<file path="config.mk">
export PLATFORM = sky130hd
export DESIGN_NAME = prio_encode_4to2_flat
export DESIGN_NICKNAME = d
export VERILOG_FILES = /design/src/rtl/prio_encode_4to2_pkg.sv /design/src/rtl/prio_encode_4to2_if.sv /design/src/rtl/prio_encode_4to2_prio_pick4.sv /design/src/rtl/prio_encode_4to2.sv /design/src/flat_wrapper.sv
export SDC_FILE = /design/constraint.sdc
export NUM_CORES = 1
export LEC_CHECK = 0
export CAP_MARGIN = 10
export CORE_AREA = 3 3 40 42
export CTS_BUF_LIST = sky130_fd_sc_hd__clkbuf_8
export CTS_CLUSTER_SIZE = 28
export DETAILED_ROUTE_END_ITERATION = 8
export DIE_AREA = 0 0 43 45
export PLACE_DENSITY = 0.61
export REMOVE_ABC_BUFFERS = 1
export SKIP_LAST_GASP = 1
export SYNTH_ARGS = -nofsm -noshare
export SYNTH_HDL_FRONTEND = slang
export SYNTH_SLANG_ARGS = --single-unit
</file>
<file path="constraint.sdc">
create_clock -name clk -period 1 [get_ports clk]
set_input_delay 0.1 -clock clk [delete_from_list [all_inputs] [get_ports clk]]
set_output_delay 0.1 -clock clk [all_outputs]
set_load 0.01 [all_outputs]
</file>
<file path="src/rtl/prio_encode_4to2_pkg.sv">
// Shared constants and FSM state type for the 4-to-2 priority encoder.
// Imported by the interface, the picker and the top (macro: ENCODE_ROUND_ROBIN_EN).
package encode_pkg;

    localparam int NUM_REQ = 4;
    localparam int CODE_W  = 2;

    typedef enum logic {
        IDLE,
        PRESENT
    } state_t;

    function automatic logic [NUM_REQ-1:0] onehot(input logic [CODE_W-1:0] code);
        logic [NUM_REQ-1:0] r;
        r       = '0;
        r[code] = 1'b1;
        return r;
    endfunction

endpackage

</file>
<file path="src/rtl/prio_encode_4to2_if.sv">
// Request/grant bus of prio_encode_4to2: request lines, disable, and the
// valid/ready code output. The master side drives requests, the slave is the encoder.
interface prio_encode_4to2_if;

    logic                                e;
    logic [encode_pkg::NUM_REQ-1:0]      req_in;
    logic                                ready_in;
    logic [encode_pkg::CODE_W-1:0]       code_out;
    logic                                valid_out;
    logic [encode_pkg::NUM_REQ-1:0]      pend_out;

    modport master (
        output e,
        output req_in,
        output ready_in,
        input  code_out,
        input  valid_out,
        input  pend_out
    );

    modport slave (
        input  e,
        input  req_in,
        input  ready_in,
        output code_out,
        output valid_out,
        output pend_out
    );

endinterface

</file>
<file path="src/rtl/prio_encode_4to2_prio_pick4.sv">
// Combinational picker: searches pend in the order start-1, start-2, start-3, start
// (mod 4); start=0 gives fixed priority 3 > 2 > 1 > 0.
module prio_pick4
    import encode_pkg::*;
(
    input  logic [NUM_REQ-1:0] pend,
    input  logic [CODE_W-1:0]  start,
    output logic [CODE_W-1:0]  idx,
    output logic               any
);

    always_comb begin
        idx = '0;
        any = 1'b0;
        for (int i = 1; i <= NUM_REQ; i++) begin
            if (!any && pend[start - CODE_W'(i)]) begin
                idx = start - CODE_W'(i);
                any = 1'b1;
            end
        end
    end

endmodule

</file>
<file path="src/rtl/prio_encode_4to2.sv">
// Sequential 4-to-2 priority encoder with sticky pending register and valid/ready output.
// Define ENCODE_ROUND_ROBIN_EN for round-robin selection starting from RR_START.
module prio_encode_4to2
    import encode_pkg::*;
#(
    parameter logic [CODE_W-1:0] RR_START = '0
) (
    input  logic                clk,
    input  logic                rst,
    prio_encode_4to2_if.slave   bus
);

    state_t             state;
    logic [NUM_REQ-1:0] pend;
    logic [CODE_W-1:0]  code_reg;
    logic               valid_reg;
    logic [CODE_W-1:0]  start;
    logic [CODE_W-1:0]  pick_idx;
    logic               pick_any;
    logic               handshake;
    logic [NUM_REQ-1:0] clr;

    assign handshake = valid_reg & bus.ready_in;
    assign clr       = handshake ? onehot(code_reg) : '0;

`ifdef ENCODE_ROUND_ROBIN_EN
    logic [CODE_W-1:0] last;

    always_ff @(posedge clk) begin
        if (rst || bus.e) begin
            last <= RR_START;
        end else if (handshake) begin
            last <= code_reg;
        end
    end

    assign start = last;
`else
    // Fixed priority is the search anchored at 0; the start parameter has no effect here.
    assign start = RR_START & '0;
`endif

    prio_pick4 u_pick (
        .pend  (pend),
        .start (start),
        .idx   (pick_idx),
        .any   (pick_any)
    );

    // Selection looks at the registered pend, so a request takes two edges to reach valid.
    always_ff @(posedge clk) begin
        if (rst || bus.e) begin
            pend      <= '0;
            state     <= IDLE;
            code_reg  <= '0;
            valid_reg <= 1'b0;
        end else begin
            pend <= (pend & ~clr) | bus.req_in;
            case (state)
                IDLE: begin
                    if (pick_any) begin
                        code_reg  <= pick_idx;
                        valid_reg <= 1'b1;
                        state     <= PRESENT;
                    end
                end
                PRESENT: begin
                    if (bus.ready_in) begin
                        valid_reg <= 1'b0;
                        state     <= IDLE;
                    end
                end
                default: begin
                    valid_reg <= 1'b0;
                    state     <= IDLE;
                end
            endcase
        end
    end

    assign bus.code_out  = code_reg;
    assign bus.valid_out = valid_reg;
    assign bus.pend_out  = pend;

endmodule

</file>
<file path="src/flat_wrapper.sv">
// flat-port wrapper written by rule: the top's interface ports become plain ports
module prio_encode_4to2_flat import encode_pkg::*;
#(
    parameter logic [CODE_W-1:0] RR_START = '0
)
  (clk, rst, bus_e, bus_req_in, bus_ready_in, bus_code_out, bus_valid_out, bus_pend_out);
  prio_encode_4to2_if bus_i ();
  input  logic clk;
  input  logic rst;
  input wire logic [$bits(bus_i.e)-1:0] bus_e;
  input wire logic [$bits(bus_i.req_in)-1:0] bus_req_in;
  input wire logic [$bits(bus_i.ready_in)-1:0] bus_ready_in;
  output wire logic [$bits(bus_i.code_out)-1:0] bus_code_out;
  output wire logic [$bits(bus_i.valid_out)-1:0] bus_valid_out;
  output wire logic [$bits(bus_i.pend_out)-1:0] bus_pend_out;
  assign bus_i.e = bus_e;
  assign bus_i.req_in = bus_req_in;
  assign bus_i.ready_in = bus_ready_in;
  assign bus_code_out = bus_i.code_out;
  assign bus_valid_out = bus_i.valid_out;
  assign bus_pend_out = bus_i.pend_out;
  prio_encode_4to2 #(.RR_START(RR_START)) u_core (.clk(clk), .rst(rst), .bus(bus_i));
endmodule
</file>
; Word level (Yosys, flattened, before mapping)
; Cells that the tools add are included.
[word_totals]
regBits = 8
in_bits = 8
out_inout_bits = 7
elab_cells = 40
[op_classes]
order_cmp = 2
n_eq_ne = 2
muxes = 17
bitwise = 5
reduce_logical = 10
[ops]
columns = operator, count
row1 = 1-bit two-way mux, 9
row2 = 2-bit two-way mux, 4
row3 = 4-bit bitwise AND, 1
row4 = 1-bit logical AND, 4
row5 = 4-bit two-way mux, 1
row6 = 4-bit inverter, 1
row7 = 4-bit OR, 1
row8 = 1-bit one-hot mux with 2 select lines, 2
row9 = 2-bit AND reduction, 2
row10 = 1-bit zero test, 3
row11 = 2-bit by 3-bit less-than comparator with 1-bit output (second input constant), 1
row12 = 1-bit demux with 2-bit select, 1
row13 = 2-bit by 1-bit >= comparator with 1-bit output (second input constant), 1
row14 = 2-bit by 1-bit inequality test with 1-bit output (second input constant), 1
row15 = 2-bit inequality test (second input constant), 1
row16 = 1-bit bitwise AND, 1
row17 = 1-bit logical OR, 1
row18 = 1-bit inverter, 1

; Depth between registers and ports, before layout
[depth]
ltp_word = 12
depth_mapped = 3
ltp_nobuf = 3

; Hierarchy
; A second synthesis with hierarchy kept.
[unflattened]
cells_unflattened = 44
area_unflattened_um2 = 391.6
[modules_own_cells]
columns = module, n_inst, cells_per_inst, area_each_um2, seq_area_each_um2
row1 = prio_encode_4to2, 1, 34, 306.5, 160.2
row2 = prio_pick4, 1, 10, 85.1, 0.0

; Worst setup path after synthesis
; OpenSTA, ideal clock, no wires.
[synth_path]
path_kind = reg-to-reg
start = reg u_core.pend[2] (netlist: u_core.bus.pend_out[2])
end = reg u_core.valid_reg (netlist: u_core.bus.valid_out)
setup_ns = 0.114
t_arrival_ns = 0.935
required_ns = 0.886
path_slack_ns = -0.049
stages_incl_launch_ff = 4
path_buffers = 0
period_less_slack_ns = 1.049
path_cell_list = dfxtp_1 -> nor4_4 -> a2bb2oi_1 -> nor2_1
[synth_between]
elab_chain_cells = 10
[synth_rtl]
columns = item, line_no
row1 = start: declaration, prio_encode_4to2.sv:14  ; logic [NUM_REQ-1:0] pend;
row2 = start signal: assignment, prio_encode_4to2.sv:58  ; pend <= (pend & ~clr) | bus.req_in;
row3 = 1-bit logical AND *, prio_encode_4to2_prio_pick4.sv:16  ; if (!any && pend[start - CODE_W'(i)]) begin
row4 = 1-bit two-way mux *, prio_encode_4to2_prio_pick4.sv:16
row5 = 1-bit zero test, prio_encode_4to2_prio_pick4.sv:16
row6 = 1-bit logical AND, prio_encode_4to2_prio_pick4.sv:16
row7 = 1-bit two-way mux *, prio_encode_4to2_prio_pick4.sv:16
row8 = 1-bit zero test, prio_encode_4to2_prio_pick4.sv:16
row9 = 1-bit logical AND, prio_encode_4to2_prio_pick4.sv:16
row10 = 1-bit two-way mux *, prio_encode_4to2_prio_pick4.sv:16
row11 = 2-bit by 1-bit inequality test with 1-bit output (no line) *, n/a
row12 = 2-bit AND reduction (no line) *, n/a
row13 = end signal: assignment, prio_encode_4to2.sv:56  ; valid_reg <= 1'b0;
row14 = end signal: assignment, prio_encode_4to2.sv:63  ; valid_reg <= 1'b1;
row15 = end signal: assignment, prio_encode_4to2.sv:69  ; valid_reg <= 1'b0;
row16 = end: declaration, prio_encode_4to2.sv:16  ; logic valid_reg;
; Every way passes the cells marked *; elsewhere a longest branch is shown, timed or not.
; A chain may end at the register's enable or synchronous reset.

; Final worst setup path
[layout_path]
start = reg u_core.pend[3] (netlist: u_core.bus.pend_out[3])
end = reg u_core.code_reg[0] (netlist: u_core.bus.code_out[0])
[layout_between]
elab_chain_cells = 11
word_cells_on_any_way = 15
classes_between = mux (8) / reduce/logical (7)
[layout_rtl]
columns = item, line_no
row1 = 1-bit two-way mux, prio_encode_4to2_prio_pick4.sv:16
row2 = 1-bit zero test, prio_encode_4to2_prio_pick4.sv:16
row3 = 1-bit logical AND, prio_encode_4to2_prio_pick4.sv:16
row4 = 1-bit two-way mux, prio_encode_4to2_prio_pick4.sv:16
row5 = 1-bit zero test, prio_encode_4to2_prio_pick4.sv:16
row6 = 1-bit logical AND, prio_encode_4to2_prio_pick4.sv:16
row7 = 1-bit two-way mux, prio_encode_4to2_prio_pick4.sv:16
row8 = 1-bit zero test, prio_encode_4to2_prio_pick4.sv:16
row9 = 1-bit logical AND, prio_encode_4to2_prio_pick4.sv:16
row10 = 1-bit two-way mux, prio_encode_4to2_prio_pick4.sv:16
row11 = 2-bit AND reduction (no line), n/a
row12 = end signal: assignment, prio_encode_4to2.sv:62  ; code_reg <= pick_idx;
row13 = end: declaration, prio_encode_4to2.sv:15  ; logic [CODE_W-1:0] code_reg;
; Several ways; a longest one is shown, not always the timed one.

==> metrics.md <==
| Metric | Value |
|---|---|
| Outcome | `complete, but fails checks` |
| Failing checks | `setup timing` |
| RR Endpoint | `u_core.bus.code_out[0]` |
| WL per Instance | `11.8 µm` |
| Setup slack, reg-to-reg | `-0.07 ns` |
| Die Span X | `43 µm` |
| Via count | `354` |
| Crit. End Element | `flop` |
| Synthesis-stage register bit count | `8` |
| Fin cells | `76` |
| Total Routed Length | `893 µm` |
| Worst r2r src | `u_core.bus.pend_out[3]` |
| Syn Inst Count | `37` |
| Final nets | `71` |
| Die Span Y | `45 µm` |
| Cell total after placement | `72` |
| Syn Area/Cell | `9.10 µm²` |
| Largest net degree at the start of global routing | `8` |
| Vias in the first global route | `332` |
| Critical path class | `reg -> reg` |
| Dpl hpwl | `720 µm` |
| CTS Hold Buffers Added | `0` |
| Die area | `0.00194 mm²` |
| Crit path DAT | `1.18 ns` |
| Hold Path Origin | `bus_req_in[1]` |
| Initial Util | `26.2%` |
| Area of placed instances | `541 µm²` |
| Part of the cycle the worst path needs | `107%` |
| Clock Tree Buf Depth | `2` |
| Worst hold margin | `0.475 ns` |
| Worst Path Required | `1.11 ns` |
| MaxCap Viol Count | `0` |
| Fraction of layout cells with a size suffix above 1 | `29.5%` |
| Peak supply drop | `0.596 mV` |
| TritonCTS clock tree | `built` |
| GRT Total Usage | `10.3%` |
| ANT cells | `0` |
| ANT nets after route | `0` |
| RSZ-0062 raised after global routing | `yes` |
| Clk_lat worst skew | `0.23 ns` |
| Final setup TNS | `-0.147 ns` |
| Area grow syn2layout | `74.7%` |
| Top post-synthesis cells by area | `dfxtp_1, a21oi_1, nor2_1` |
| # rows | `13` |
| Lkg Pwr | `0.256 nW` |
| Most frequent cells in the layout | `clkdlybuf4s50_1, buf_4, nor2_1, a21oi_1, dlygate4sd2_1` |
| Met2 Use GR | `15.6%` |
| Clk root buf | `clkbuf_8` |
| Worst slack at placement | `-0.118 ns` |
| M3 GR Usage | `3.59%` |
| Sequential area share after synthesis | `47.6%` |
| Synth top area share | `47.6%` |
| PortBufs | `14` |
| Synth Cell Area | `337 µm²` |
| Post-route cell area | `588 µm²` |
| Htree depth | `1` |
| Pwr dens | `1520 mW/mm²` |
| Crit Path Max Fanout | `4` |
| # IOs | `15` |
| Final Hold Vio Count | `0` |
| Setup ws final | `-0.0657 ns` |
| CTS Buf Count | `3` |
| Initial DRC count | `5` |
| Yosys cell types | `15` |
| Hold path cells | `3` |
| Final setup violation count | `3` |
| Clk_skew | `0.00205 ns` |
| Nature of the critical path startpoint | `flop` |
| Initial antenna violation count | `0` |
| DR pass1 iterations | `4` |
| Final Util | `45.8%` |
| Largest area contributor in the netlist | `dfxtp_1` |
| Total global routing overflow | `0` |
| First-pass GRT wire length | `1.36 mm` |
| Ys Warns | `0` |
| Fmax | `938 MHz` |
| Slew Limit Fails | `0` |
| Vias per cell | `4.66` |
| Slew @ Worst Pin | `0.326 ns` |
| Worst Hold End | `u_core.bus.pend_out[1]` |
| Met1 Use GR | `11.4%` |
| Worst slew margin | `78.1%` |
| Clk slew on worst S/H paths | `0.04 ns` |
| Core area | `0.00128 mm²` |
| DR DRC count | `0` |
| Power consumption | `895 µW` |
| GRT Max-Usage Layer | `met2` |
| Hold Path Class | `in -> reg` |
| GP Congestion | `0.704` |
| Worst Reg2Reg Path Length in Cells | `3` |
| CTS Sinks | `8` |
| Fin crit period | `1.07 ns` |
-- timing repair --
item | 4_1_cts | 5_1_grt
pin swaps | 2 | 1
buffers inserted | 1 | 0
resized for setup | 11 | 2
endpoints found under the setup margin | 10 | 6
-- Yosys cell counts, drive strengths merged --
library cell	number
nor2	6
nand4b	2
o21ai	2
o311a	1
nand4	1
nor4	2
nand2	3
o21bai	2
a21oi	6
a2bb2oi	1
or2	1
dfxtp	8
inv	2
-- state kept, by name, indices dropped and copies added, names as in the netlist --
register	flops
u_core.bus.code_out	2
u_core.bus.pend_out	4
u_core.bus.valid_out	1
u_core.state	1
-- routing by layer --
layer | share of wire [%] | routed length, µm
met1 | 45 | 406
met5 | 0 | 0
met3 | 8.8 | 79
met2 | 42 | 374
met4 | 3.6 | 32
-- critical path, stage by stage, from the launching register on --
cell and delay [ns]:
dfxtp_2 0.33, nor4_4 0.37, o21bai_1 0.10, o311a_1 0.14
-- logic make-up (layout without fill, tap and decap cells) --
logic type      after synthesis  after routing  synth area share, %
buf+inv                       2             26                 2.23
compound gates               12             12                 23.0
simple gates                 15             15                 27.1
flops                         8              8                 47.6
-- worst max-delay path by stage --
stage	startpoint	to	slack, ns	depth (start not counted)
detailed placement	bus_ready_in	u_core.bus.pend_out[1]	-0.12	4
finish	u_core.bus.pend_out[3]	u_core.bus.code_out[0]	-0.07	3
global route	u_core.bus.pend_out[3]	u_core.bus.code_out[0]	-0.14	3
global placement	bus_ready_in	u_core.bus.pend_out[1]	-0.10	4
floorplan	u_core.bus.pend_out[2]	u_core.bus.valid_out	-0.05	3
CTS	u_core.bus.pend_out[3]	u_core.bus.code_out[0]	-0.08	3
-- layout make-up --
| class | count | area (µm²) |
|---|---|---|
| clock buffer | 3 | 41.3 |
| fill | 126 | 697 |
| inverter | 2 | 7.51 |
| multi-input combinational | 27 | 169 |
| sequential | 8 | 166 |
| tap | 15 | 18.8 |
| timing repair buffer | 21 | 185 |
-- power by group --
part           switching [mW]  internal (mW)
combinational          0.0582         0.0877
clock                   0.131          0.261
sequential             0.0177          0.340
No activity file was read; power rests on OpenSTA's default activity.
